File: src/rtl/hazard_ctrl_pkg.sv
// Shared types for the pipeline hazard controller.
// Holds the FSM state encoding and the control-output bundle.
package hazard_ctrl_pkg;

    localparam int REG_ADDR_W = 5;

    typedef enum logic [1:0] {
        CTRL_INIT     = 2'b00,
        CTRL_RUN      = 2'b01,
        CTRL_MEM_WAIT = 2'b10
    } ctrl_state_e;

    typedef struct packed {
        logic pc_en;
        logic if_dc_en;
        logic dc_alu_en;
        logic alu_mem_en;
        logic mem_wb_en;
        logic if_dc_flush;
        logic dc_alu_flush;
        logic pc_sel_br;
    } ctrl_out_t;

    function automatic ctrl_out_t ctrl_idle();
        ctrl_out_t c;
        c = '0;
        c.if_dc_flush  = 1'b1;
        c.dc_alu_flush = 1'b1;
        return c;
    endfunction

    function automatic ctrl_out_t ctrl_all_en();
        ctrl_out_t c;
        c = '0;
        c.pc_en      = 1'b1;
        c.if_dc_en   = 1'b1;
        c.dc_alu_en  = 1'b1;
        c.alu_mem_en = 1'b1;
        c.mem_wb_en  = 1'b1;
        return c;
    endfunction

endpackage

File: src/rtl/hazard_ctrl_lu_detect.sv
// Load-use hazard compare between the DC-stage sources
// and the destination of a load sitting in ALU.
module lu_detect
    import hazard_ctrl_pkg::*;
(
    input  logic [REG_ADDR_W-1:0] dc_rs1,
    input  logic [REG_ADDR_W-1:0] dc_rs2,
    input  logic                  dc_use_rs1,
    input  logic                  dc_use_rs2,
    input  logic [REG_ADDR_W-1:0] alu_rd,
    input  logic                  alu_is_load,
    output logic                  lu_hazard
);

    logic hit_rs1;
    logic hit_rs2;

    assign hit_rs1 = dc_use_rs1 && (dc_rs1 == alu_rd);
    assign hit_rs2 = dc_use_rs2 && (dc_rs2 == alu_rd);

    // x0 is never a real dependency
    assign lu_hazard = alu_is_load
                     && (alu_rd != '0)
                     && (hit_rs1 || hit_rs2);

endmodule

File: src/rtl/hazard_ctrl.sv
// Pipeline hazard controller: freeze, branch flush, load-use bubble.
// Optional perf counters built when HAZARD_PERF_EN is defined.
module hazard_ctrl
    import hazard_ctrl_pkg::*;
#(
    parameter int MEM_TIMEOUT = 255
) (
    input  logic                  clk,
    input  logic                  rst_n,
    input  logic [REG_ADDR_W-1:0] dc_rs1,
    input  logic [REG_ADDR_W-1:0] dc_rs2,
    input  logic                  dc_use_rs1,
    input  logic                  dc_use_rs2,
    input  logic [REG_ADDR_W-1:0] alu_rd,
    input  logic                  alu_is_load,
    input  logic                  alu_br_taken,
    input  logic                  mem_req,
    input  logic                  mem_ack,
    output logic                  pc_en,
    output logic                  if_dc_en,
    output logic                  dc_alu_en,
    output logic                  alu_mem_en,
    output logic                  mem_wb_en,
    output logic                  if_dc_flush,
    output logic                  dc_alu_flush,
    output logic                  pc_sel_br,
    output logic                  mem_timeout,
    output logic [31:0]           perf_stall_cnt,
    output logic [31:0]           perf_flush_cnt
);

    localparam logic [7:0] TO_LIMIT = 8'(MEM_TIMEOUT);

    ctrl_state_e state;
    ctrl_state_e next_state;
    ctrl_out_t   ctrl;
    logic        lu_hazard;
    logic        freeze;
    logic [7:0]  to_cnt;
    logic [7:0]  to_cnt_inc;

    lu_detect u_lu_detect (
        .dc_rs1      (dc_rs1),
        .dc_rs2      (dc_rs2),
        .dc_use_rs1  (dc_use_rs1),
        .dc_use_rs2  (dc_use_rs2),
        .alu_rd      (alu_rd),
        .alu_is_load (alu_is_load),
        .lu_hazard   (lu_hazard)
    );

    assign freeze = mem_req && !mem_ack;

    always_ff @(posedge clk or negedge rst_n) begin
        if (!rst_n) state <= CTRL_INIT;
        else        state <= next_state;
    end

    always_comb begin
        next_state = state;
        ctrl       = ctrl_idle();
        unique case (state)
            CTRL_INIT: begin
                next_state = CTRL_RUN;
            end
            CTRL_RUN, CTRL_MEM_WAIT: begin
                if (freeze) begin
                    next_state = CTRL_MEM_WAIT;
                    ctrl       = '0;
                end else if (alu_br_taken) begin
                    next_state        = CTRL_RUN;
                    ctrl              = ctrl_all_en();
                    ctrl.if_dc_flush  = 1'b1;
                    ctrl.dc_alu_flush = 1'b1;
                    ctrl.pc_sel_br    = 1'b1;
                end else if (lu_hazard) begin
                    next_state        = CTRL_RUN;
                    ctrl              = ctrl_all_en();
                    ctrl.pc_en        = 1'b0;
                    ctrl.if_dc_en     = 1'b0;
                    ctrl.dc_alu_flush = 1'b1;
                end else begin
                    next_state = CTRL_RUN;
                    ctrl       = ctrl_all_en();
                end
            end
            default: begin
                next_state = CTRL_INIT;
            end
        endcase
    end

    assign pc_en        = ctrl.pc_en;
    assign if_dc_en     = ctrl.if_dc_en;
    assign dc_alu_en    = ctrl.dc_alu_en;
    assign alu_mem_en   = ctrl.alu_mem_en;
    assign mem_wb_en    = ctrl.mem_wb_en;
    assign if_dc_flush  = ctrl.if_dc_flush;
    assign dc_alu_flush = ctrl.dc_alu_flush;
    assign pc_sel_br    = ctrl.pc_sel_br;

    // Saturating wait counter; only genuinely frozen wait cycles count
    assign to_cnt_inc = (to_cnt == TO_LIMIT) ? to_cnt : to_cnt + 8'd1;

    always_ff @(posedge clk or negedge rst_n) begin
        if (!rst_n) begin
            to_cnt      <= 8'd0;
            mem_timeout <= 1'b0;
        end else if (state == CTRL_RUN && next_state == CTRL_MEM_WAIT) begin
            to_cnt <= 8'd0;
        end else if (state == CTRL_MEM_WAIT && freeze) begin
            to_cnt <= to_cnt_inc;
            if (to_cnt_inc == TO_LIMIT) mem_timeout <= 1'b1;
        end
    end

`ifdef HAZARD_PERF_EN
    logic [31:0] stall_q;
    logic [31:0] flush_q;

    always_ff @(posedge clk or negedge rst_n) begin
        if (!rst_n) begin
            stall_q <= 32'd0;
            flush_q <= 32'd0;
        end else begin
            if (state != CTRL_INIT && !ctrl.pc_en)
                stall_q <= stall_q + 32'd1;
            if (state != CTRL_INIT && ctrl.if_dc_flush)
                flush_q <= flush_q + 32'd1;
        end
    end

    assign perf_stall_cnt = stall_q;
    assign perf_flush_cnt = flush_q;
`else
    assign perf_stall_cnt = 32'd0;
    assign perf_flush_cnt = 32'd0;
`endif

endmodule

File: config.mk
export PLATFORM = sky130hd
export DESIGN_NAME = hazard_ctrl
export DESIGN_NICKNAME = d
export VERILOG_FILES = /design/src/rtl/hazard_ctrl_pkg.sv /design/src/rtl/hazard_ctrl_lu_detect.sv /design/src/rtl/hazard_ctrl.sv
export SDC_FILE = /design/constraint.sdc
export NUM_CORES = 1
export LEC_CHECK = 0
export BUFFER_PORTS_ARGS = -buffer_cell sky130_fd_sc_hd__buf_2
export CAP_MARGIN = 20
export CORE_MARGIN = 2
export CORE_UTILIZATION = 42
export DETAILED_ROUTE_END_ITERATION = 8
export PLACE_DENSITY = 0.81
export SYNTH_ARGS = -nofsm -noshare
export SYNTH_HDL_FRONTEND = slang
export SYNTH_HIERARCHICAL = 1
export SYNTH_SLANG_ARGS = --single-unit
export TNS_END_PERCENT = 5
File: constraint.sdc
create_clock -name clk -period 1.9 [get_ports clk]
set_input_delay 0.38 -clock clk [delete_from_list [all_inputs] [get_ports clk]]
set_output_delay 0.38 -clock clk [all_outputs]
set_load 0.02 [all_outputs]
=== Yosys cells after proc, flatten, opt, wreduce, memory -nomap -nowiden ===
Cells that the tools add are included.

* Register bits: 11
* Input port bits: 23
* Output and inout port bits: 73
* Logic and storage cells: 35

* Add/sub/neg operators: 1
* Equality and inequality tests: 7
* Multiplexer cells: 9
* Bitwise logic cells: 1
* Reduce and logical (&&, ||, !) cells: 14

{| class="wikitable"
|+ Operators by type and width
! cell !! count
|-
| 2-to-1 mux 8 bit || 7
|-
| equality test 8 bit, second input constant || 2
|-
| equality test 5 bit || 2
|-
| adder 8 x 1 -> 8 bit, second input constant || 1
|-
| logical AND 1 bit || 7
|-
| nonzero test 5 bit || 1
|-
| equality test 2 bit, second input constant || 2
|-
| one-hot mux 2 bit (2 select lines) || 1
|-
| AND reduction 3 bit || 1
|-
| equality test 2 x 1 -> 1 bit, second input constant || 1
|-
| logical NOT 2 bit || 1
|-
| 2-to-1 mux 2 bit || 1
|-
| nonzero test 2 bit || 1
|-
| OR reduction 2 bit || 1
|-
| logical NOT 1 bit || 1
|-
| logical OR 1 bit || 1
|-
| inverter 1 bit || 1
|}

=== Depth between registers and ports, before layout ===
Gate-level depths: netlist of the first run.

* Depth after elaboration: 8
* Depth in mapped cells: 6
* Gate-level depth less buffers: 6

=== By module ===
Netlist of the first run, hierarchy kept.

{| class="wikitable"
|+ Modules (own cells, without submodules)
! module !! times used !! cells an instance !! area each (um2) !! sequential area each (um2)
|-
| hazard_ctrl || 1 || 152 || 1287.5 || 275.3
|-
| lu_detect || 1 || 17 || 133.9 || 0.0
|}

=== Worst setup path after synthesis of the first run ===
No wires, ideal clock.

* Path type: reg2out
* Start point: register state[0]
* End point: output pc_en
* Arrival time: 1.931 ns
* Required time: 1.520 ns
* Path slack: -0.411 ns
* Cell stages (with the launch flop): 6
* Buffers on the path: 1
* Cell sequence: dfrtp_1 inv_1 ha_1 and2_1 a21boi_0 buf_4

* Word-level cells in the longest chain between the ends: 3
* Elaborated cells between the ends (all ways): 4
* Classes of those cells: eq/ne: 2; mux: 1; reduce/logical: 1

{| class="wikitable"
|+ RTL lines
! what !! line !! text
|-
| start, declared || hazard_ctrl.sv:34 || <nowiki>ctrl_state_e state;</nowiki>
|-
| start signal, assigned || hazard_ctrl.sv:56 || <nowiki>else state <= next_state;</nowiki>
|-
| equality test 2 x 1 -> 1 bit or equality test 2 bit (tied branches) || hazard_ctrl.sv:62 || <nowiki>unique case (state)</nowiki>
|-
| OR reduction 2 bit * || hazard_ctrl.sv:62 ||
|-
| 2-to-1 mux 8 bit * || hazard_ctrl.sv:62 ||
|-
| end, declared || hazard_ctrl.sv:19 || <nowiki>output logic pc_en,</nowiki>
|}

Mark *: on every way between the ends. The rest lies on a longest branch, timed or not.

=== Worst setup path in the final report of the first run ===
* Start point: input alu_rd[4]
* End point: output if_dc_en

* Word-level cells in the longest chain between the ends: 8
* Elaborated cells between the ends (all ways): 12
* Classes of those cells: eq/ne: 2; mux: 4; reduce/logical: 6

{| class="wikitable"
|+ RTL lines
! what !! line !! text
|-
| start, declared || hazard_ctrl.sv:14 || <nowiki>input logic [REG_ADDR_W-1:0] alu_rd,</nowiki>
|-
| equality test 5 bit, on equally long branches || hazard_ctrl_lu_detect.sv:18, hazard_ctrl_lu_detect.sv:19 ||
|-
| logical AND 1 bit, on equally long branches || hazard_ctrl_lu_detect.sv:18, hazard_ctrl_lu_detect.sv:19 ||
|-
| logical OR 1 bit || hazard_ctrl_lu_detect.sv:24 || <nowiki>&& (hit_rs1 || hit_rs2);</nowiki>
|-
| logical AND 1 bit * || hazard_ctrl_lu_detect.sv:24 ||
|-
| net lu_hazard || hazard_ctrl.sv:37 || <nowiki>logic lu_hazard;</nowiki>
|-
| 2-to-1 mux 8 bit * || hazard_ctrl.sv:76 || <nowiki>end else if (lu_hazard) begin</nowiki>
|-
| 2-to-1 mux 8 bit * || hazard_ctrl.sv:70 || <nowiki>end else if (alu_br_taken) begin</nowiki>
|-
| 2-to-1 mux 8 bit * || hazard_ctrl.sv:67 || <nowiki>if (freeze) begin</nowiki>
|-
| 2-to-1 mux 8 bit * || hazard_ctrl.sv:62 ||
|-
| end, declared || hazard_ctrl.sv:20 || <nowiki>output logic if_dc_en,</nowiki>
|}

The timed path passes the listed nets; every way through them passes the cells marked *.

==> key figures, run 1 <==
Placement
  • Port bufs: 31
  • Global placement routability congestion: ~0.86
  • Placed instance area: 1394 sq um
  • Dpl hpwl: approximately 2000 microns

Floorplanning
  • Starting Density: 43.28%
  • Die span in x: 62.18 microns
  • Num rows: 21
  • I/O pin count: between 90 and 100
  • Core area: around 3300 sq um
  • Die Span Y: 62.18 microns
  • Die Area: ~3900 sq um

Clock network
  • CTS buffer count: 3
  • Worst-path clk slew: 70 ps
  • CTS tree: done
  • Sink Count: 11
  • Clock Tree Buf Depth: 2
  • H-tree depth: 1
  • Skew-Pair Late Insertion Delay: roughly 270 ps
  • CTS root buffer: clkbuf_4

Synth
  • Asr flop ratio synth: 100.0%
  • Area leader, netlist: buf_4
  • Yosys reg bits: 11
  • Count leader, synth: buf_4
  • Synth unique cells: 46
  • Number of flops mapped to enable cells by yosys: 0
  • Synthesized area: roughly 1400 sq um
  • Synth area leaders: buf_4, dfrtp_1, xor2_1
  • Yosys top cell area share: 35.39%
  • Syn Inst Count: between 150 and 200
  • Mean Syn Cell Area: about 8.4 sq um
  • Ys flop type: dfrtp_1
  • Top cells by count, synth: buf_4, dfrtp_1, nor2_1, xor2_1
  • Yosys warns: 6
  • Seq/Total Area, Yosys: between 10% and 20%

STA
  • Tcrit/Tclk final: 106.9%
  • Final hold violations: 0
  • Post-route setup slack: -130.4 ps
  • Final setup vio count: 3
  • Max Slew Vio Count: 0
  • Crit path time final: approximately 2000 ps
  • Fmax: between 400 and 500 MHz
  • Clock skew: roughly 0.8 ps
  • Sum of negative setup slack: -318.1 ps
  • RSZ-0062 raised after global routing: true
  • Hold_ws: 466.8 ps

Routing
  • Via count: roughly 1100
  • Initial drt markers: 29
  • Routed WL per cell: between 10 and 15 microns
  • Total routed wirelength: about 2600 microns
  • Vias per cell: 4.404
  • Drt drc: 0
  • Drt pass-1 iters: 4
  • Detail Route Antenna Nets: 0

Global routing
  • Tot GR Track Use: between 10 and 15%
  • First-pass GRT wire length: between 4000 and 5000 microns
  • Grt ovf: 0
  • Initial antenna violation count: 0
  • Pin count of the biggest net entering global routing: 12
  • Vias in the first global route: just under 900

Critical path
  • Setup CP Type: in -> out
  • CP max FO: 3
  • Crit. End Element: primary output
  • Crit path required time: between 1500 and 2000 ps
  • CP startpoint kind: input port
  • WP data arrival: roughly 1700 ps

Power and ir drop
  • Pwr dens: between 700 and 800 nW/um^2
  • Leakage power: 0.8190 nW
  • Peak VDD IR: a little over 0.4 mV

Finish
  • N_diodes: 0
  • Fraction of layout cells with a size suffix above 1: 27.45%
  • Area delta synth->final: 8.098%
  • Fin nets: about 230
  • Final Cell Area: about 1500 sq um

Flow run
  • Max_cap viols: 0

Outcome
  • Failing checks: setup timing
  • Status: finished with violations

Worst hold path
  • Hold WC Path Type: reg -> reg
sequential cells by signal (all words and copies together), names as in the netlist:
signal and flops:
to_cnt 8, state 2, mem_timeout 1
final cells by class:
type	count	area, sq um
sequential	11	275.3
multi-input combinational	146	898.4
fill	311	1748
clock buffer	4	26.28
tap	46	57.56
timing repair buffer	37	256.5
inverter	6	22.52
layout by cell type (no fill, tap or decap), types with 4 or more instances in the layout:
cell type and count:
conb_1 64, buf_2 23, dfrtp_1 11, nor2_1 9
xor2_1 7, buf_6 7, inv_1 6, nand2_1 6
buf_4 5, nand3_1 4, ha_1 4
report_power, final:
part | internal, mW | total [mW] | switching (mW)
Combinational | 0.279 | 0.727 | 0.447
Sequential | 0.265 | 0.298 | 0.0332
Clock | 0.0814 | 0.159 | 0.0780
worst paths after layout:
kind	startpoint	endpoint	slack (ps)	cells after the start
min in group asynchronous	rst_n	to_cnt[1]$_DFFE_PN0P_	500	2
max	alu_rd[4]	if_dc_en	-130	7
min reg2reg	mem_timeout$_DFFE_PN0P_	mem_timeout$_DFFE_PN0P_	470	1
max reg2reg	to_cnt[0]$_DFFE_PN0P_	to_cnt[2]$_DFFE_PN0P_	210	5
min	mem_timeout$_DFFE_PN0P_	mem_timeout$_DFFE_PN0P_	470	1
max in group asynchronous	rst_n	state[0]$_DFF_PN0_	1200	2
worst max-delay path, cell delays in order:
cell,delay (ps)
buf_8,100
or4_4,520
o21ai_2,140
a21oi_2,50
buf_4,140
a21boi_4,180
buf_6,140
metrics by stage:
step	utilization [%]	power (mW)	worst slack, ps	instances
floorplan	-	0.8955	19.04	232
global placement	42.44	0.9082	-131.0	244
detailed placement	42.44	0.9255	-160.5	244
CTS	44.80	1.154	-130.8	249
global route	46.78	1.265	-164.0	250
finish	46.78	1.184	-130.4	250
cells by family (layout without fill, tap and decap cells):
family | Yosys count | after routing | share of synthesized area (%)
AOI/OAI and AO/OA | 25 | 25 | 12.85
xor gates and xnor gates | 11 | 11 | 6.779
adders and majority gates | 5 | 5 | 4.401
buffers and inverters | 75 | 47 | 38.12
DFF | 11 | 11 | 19.37
muxes | 1 | 1 | 0.7043
other | 1 | 64 | 0.2638
and+or+nand+nor | 40 | 40 | 17.52
per-layer routing:
layer	up-vias	global-route usage, %	part of all wire [%]
met2	78	20.92	48
met1	508	15.45	39
met3	5	3.623	12
li1	510	-	-
met5	-	0	0
met4	0	4.722	0.85
repair_timing:
| action | 4_1_cts | 5_1_grt |
|---|---|---|
| pin swaps | 3 | 11 |
| hold buffers | 1 | 0 |
| cloned | 0 | 0 |
| resized for setup | 9 | 13 |
| buffers inserted | 0 | 1 |
| endpoints found under the hold margin | 11 | 0 |
| setup endpoints to repair | 3 | 3 |
Note: power is estimated with default switching activity, not from simulation.
==> run 2: changes to the inputs <==
Settings changed: CORE_UTILIZATION 42 to 34, PLACE_DENSITY 0.81 to 0.68, RECOVER_POWER set to 50.
==> key figures, run 2 (synthesized netlist as in run 1, its figures left out) <==
Outcome
  • Status: finished with violations
  • Failing checks: setup timing

Finish
  • Area of the multi-input gates: a little under 900 sq um
  • Top reg by flops: to_cnt
  • N_diodes: 0
  • Top Registers: to_cnt: 8 flops, state: 2 flops, mem_timeout: 1 flops
  • Fraction of layout cells with a size suffix above 1: 24.75%
  • Area delta synth->final: 5.105%
  • FILL cells: 422
  • Fin nets: about 230
  • Leading cell type in the layout, fill and taps excluded: conb_1
  • Final Cell Area: between 1000 and 1500 sq um
  • Most frequent cells in the layout: conb_1, buf_2, dfrtp_1, nor2_1, xor2_1
  • Storage element area: 275.3 sq um
  • Max reg flops: 8

STA
  • Clock skew: 5.264 ps
  • Final setup vio count: 3
  • Crit path time final: 1984 ps
  • Final hold violations: 0
  • Max Slew Vio Count: 0
  • Post-route setup slack: -83.81 ps
  • Worst-Margin Slew: 629.9 ps
  • Slew headroom: about three fifths
  • Sum of negative setup slack: -169.7 ps
  • Fmax: 504.1 MHz
  • Tcrit/Tclk final: 104.4%
  • RSZ-0062 raised after global routing: true
  • Hold_ws: about 130 ps

Clock network
  • CTS tree: done
  • Hold-fix buffers, CTS: 0
  • CTS root buffer: clkbuf_8
  • Setup Fix Bufs, Post-CTS: 0
  • Clock Tree Buf Depth: 2
  • Skew-Pair Late Insertion Delay: approximately 240 ps
  • Sink Count: 11
  • H-tree depth: 1
  • CTS buffer count: 3
  • Worst-path clk slew: about 50 ps

Critical path
  • Worst path max stage delay: approximately 520 ps
  • Most used cell, CP: buf_6
  • Reg2Reg Depth: 5
  • WP data arrival: 1600 ps
  • Buffers and inverters on the worst path: 3
  • FF-to-FF End: to_cnt[2]$_DFFE_PN0P_
  • R2R setup slack: ~240 ps
  • Critical path launch point: alu_rd[2]
  • Crit path required time: between 1500 and 2000 ps
  • CP max FO: 3
  • Crit Reg-Reg Startpoint: to_cnt[1]$_DFFE_PN0P_
  • Setup CP Type: in -> out
  • Levels on crit path: 7
  • Slowest CP cell: or4_4
  • Critical Path, Cell by Cell: buf_6, or4_4, o21ai_2, a21oi_2, buf_4, a21boi_4, buf_6
  • Crit path max-delay family: simple AND/OR/NAND/NOR gates
  • Worst setup path end: pc_en
  • CP startpoint kind: input port
  • Crit. End Element: primary output

Floorplanning
  • I/O pin count: between 90 and 100
  • Die Span Y: approximately 69 microns
  • Num rows: 23
  • Die span in x: slightly below 70 microns
  • Die Area: roughly 4700 sq um
  • Starting Density: a little over a third
  • Core area: 4000 sq um

Global routing
  • Grt ovf: 0
  • Pin count of the biggest net entering global routing: 12
  • Vias in the first global route: between 700 and 800
  • Initial antenna violation count: 0
  • First-pass GRT wire length: roughly 3300 microns
  • Tot GR Track Use: 9.332%

Routing
  • Drt pass-1 iters: 5
  • Vias per cell: between 4 and 5
  • Routed WL per cell: 9.782 microns
  • Drt drc: 0
  • Via count: slightly above 1000
  • Initial drt markers: 17
  • Detail Route Antenna Nets: 0
  • Total routed wirelength: about 2500 microns

Worst hold path
  • Hold WC Path Type: in -> async

Placement
  • Dpl hpwl: about 2000 microns
  • Global placement routability congestion: about 0.82
  • Port bufs: 31
  • Placed instance area: about 1400 sq um

Power and ir drop
  • Leakage power: ~0.8 nW
  • Pwr dens: roughly 830 nW/um^2
  • Peak VDD IR: 0.3681 mV

Flow run
  • Max_cap viols: 0
run 2: cell count changes in the layout (fill, tap and decap cells not counted), moves of 2 or more:
cell | previous run | this run
buf_6 | 7 | 4
clkbuf_1 | 1 | 3
clkbuf_4 | 3 | 0
clkbuf_8 | 0 | 3
xor2_1 | 7 | 9
xor2_2 | 2 | 0
run 2: worst min path at each step:
| stage | from | to | slack [ps] | depth (start not counted) |
|---|---|---|---|---|
| floorplan | rst_n | mem_timeout$_DFFE_PN0P_ | 80 | 0 |
| global placement | rst_n | to_cnt[1]$_DFFE_PN0P_ | 260 | 1 |
| detailed placement | rst_n | to_cnt[0]$_DFFE_PN0P_ | 280 | 1 |
| CTS | rst_n | to_cnt[5]$_DFFE_PN0P_ | 20 | 1 |
| global route | rst_n | to_cnt[5]$_DFFE_PN0P_ | 190 | 1 |
| finish | rst_n | to_cnt[5]$_DFFE_PN0P_ | 130 | 1 |
run 2: worst reg2reg max path: stages, from the launching register on:
cell,delay (ps)
dfrtp_1,380
ha_1,330
nand3_2,220
o21ai_4,280
inv_1,70
a311oi_1,280
run 2: final cells by class:
cell class              instances  area share (%)
well taps                      50           4.188
repair buffers                 35           14.07
inverters                       6           1.508
flip-flops and latches         11           18.43
clock buffers                   4           3.015
multi-input cells             146           58.79
run 2: what timing repair did:
item	CTS	global route
pin swaps	3	3
hold endpoints to repair	0	0
setup endpoints to repair	3	6
gates cloned	0	0
gates resized for setup	7	8
run 2: per-layer routing:
| layer | wire [microns] | track usage, % | vias to the layer above |
|---|---|---|---|
| li1 | - | - | 507 |
| met1 | 1002 | 10.91 | 475 |
| met2 | 1233 | 16.11 | 50 |
| met3 | 212 | 3.409 | 4 |
| met4 | 18 | 2.250 | 0 |
| met5 | 0 | 0 | - |
run 2: report_power, final:
part	leakage [nW]	switching (mW)	internal, mW
sequential	0.149	0.0248	0.266
clock	0.0228	0.0876	0.147
combinational	0.628	0.448	0.274
total	0.800	0.560	0.687
run 2: per-stage QoR:
stage,power (mW),setup slack [ps],cells,utilization [%]
5_1_grt,1.351,-139.6,252,37.35
3_5_place_dp,0.9236,-144.5,248,34.97
3_3_place_gp,0.9136,-137.7,248,34.97
2_1_floorplan,0.8955,19.04,232,-
4_1_cts,1.199,-98.38,252,36.72
6_report,1.247,-83.81,252,37.35
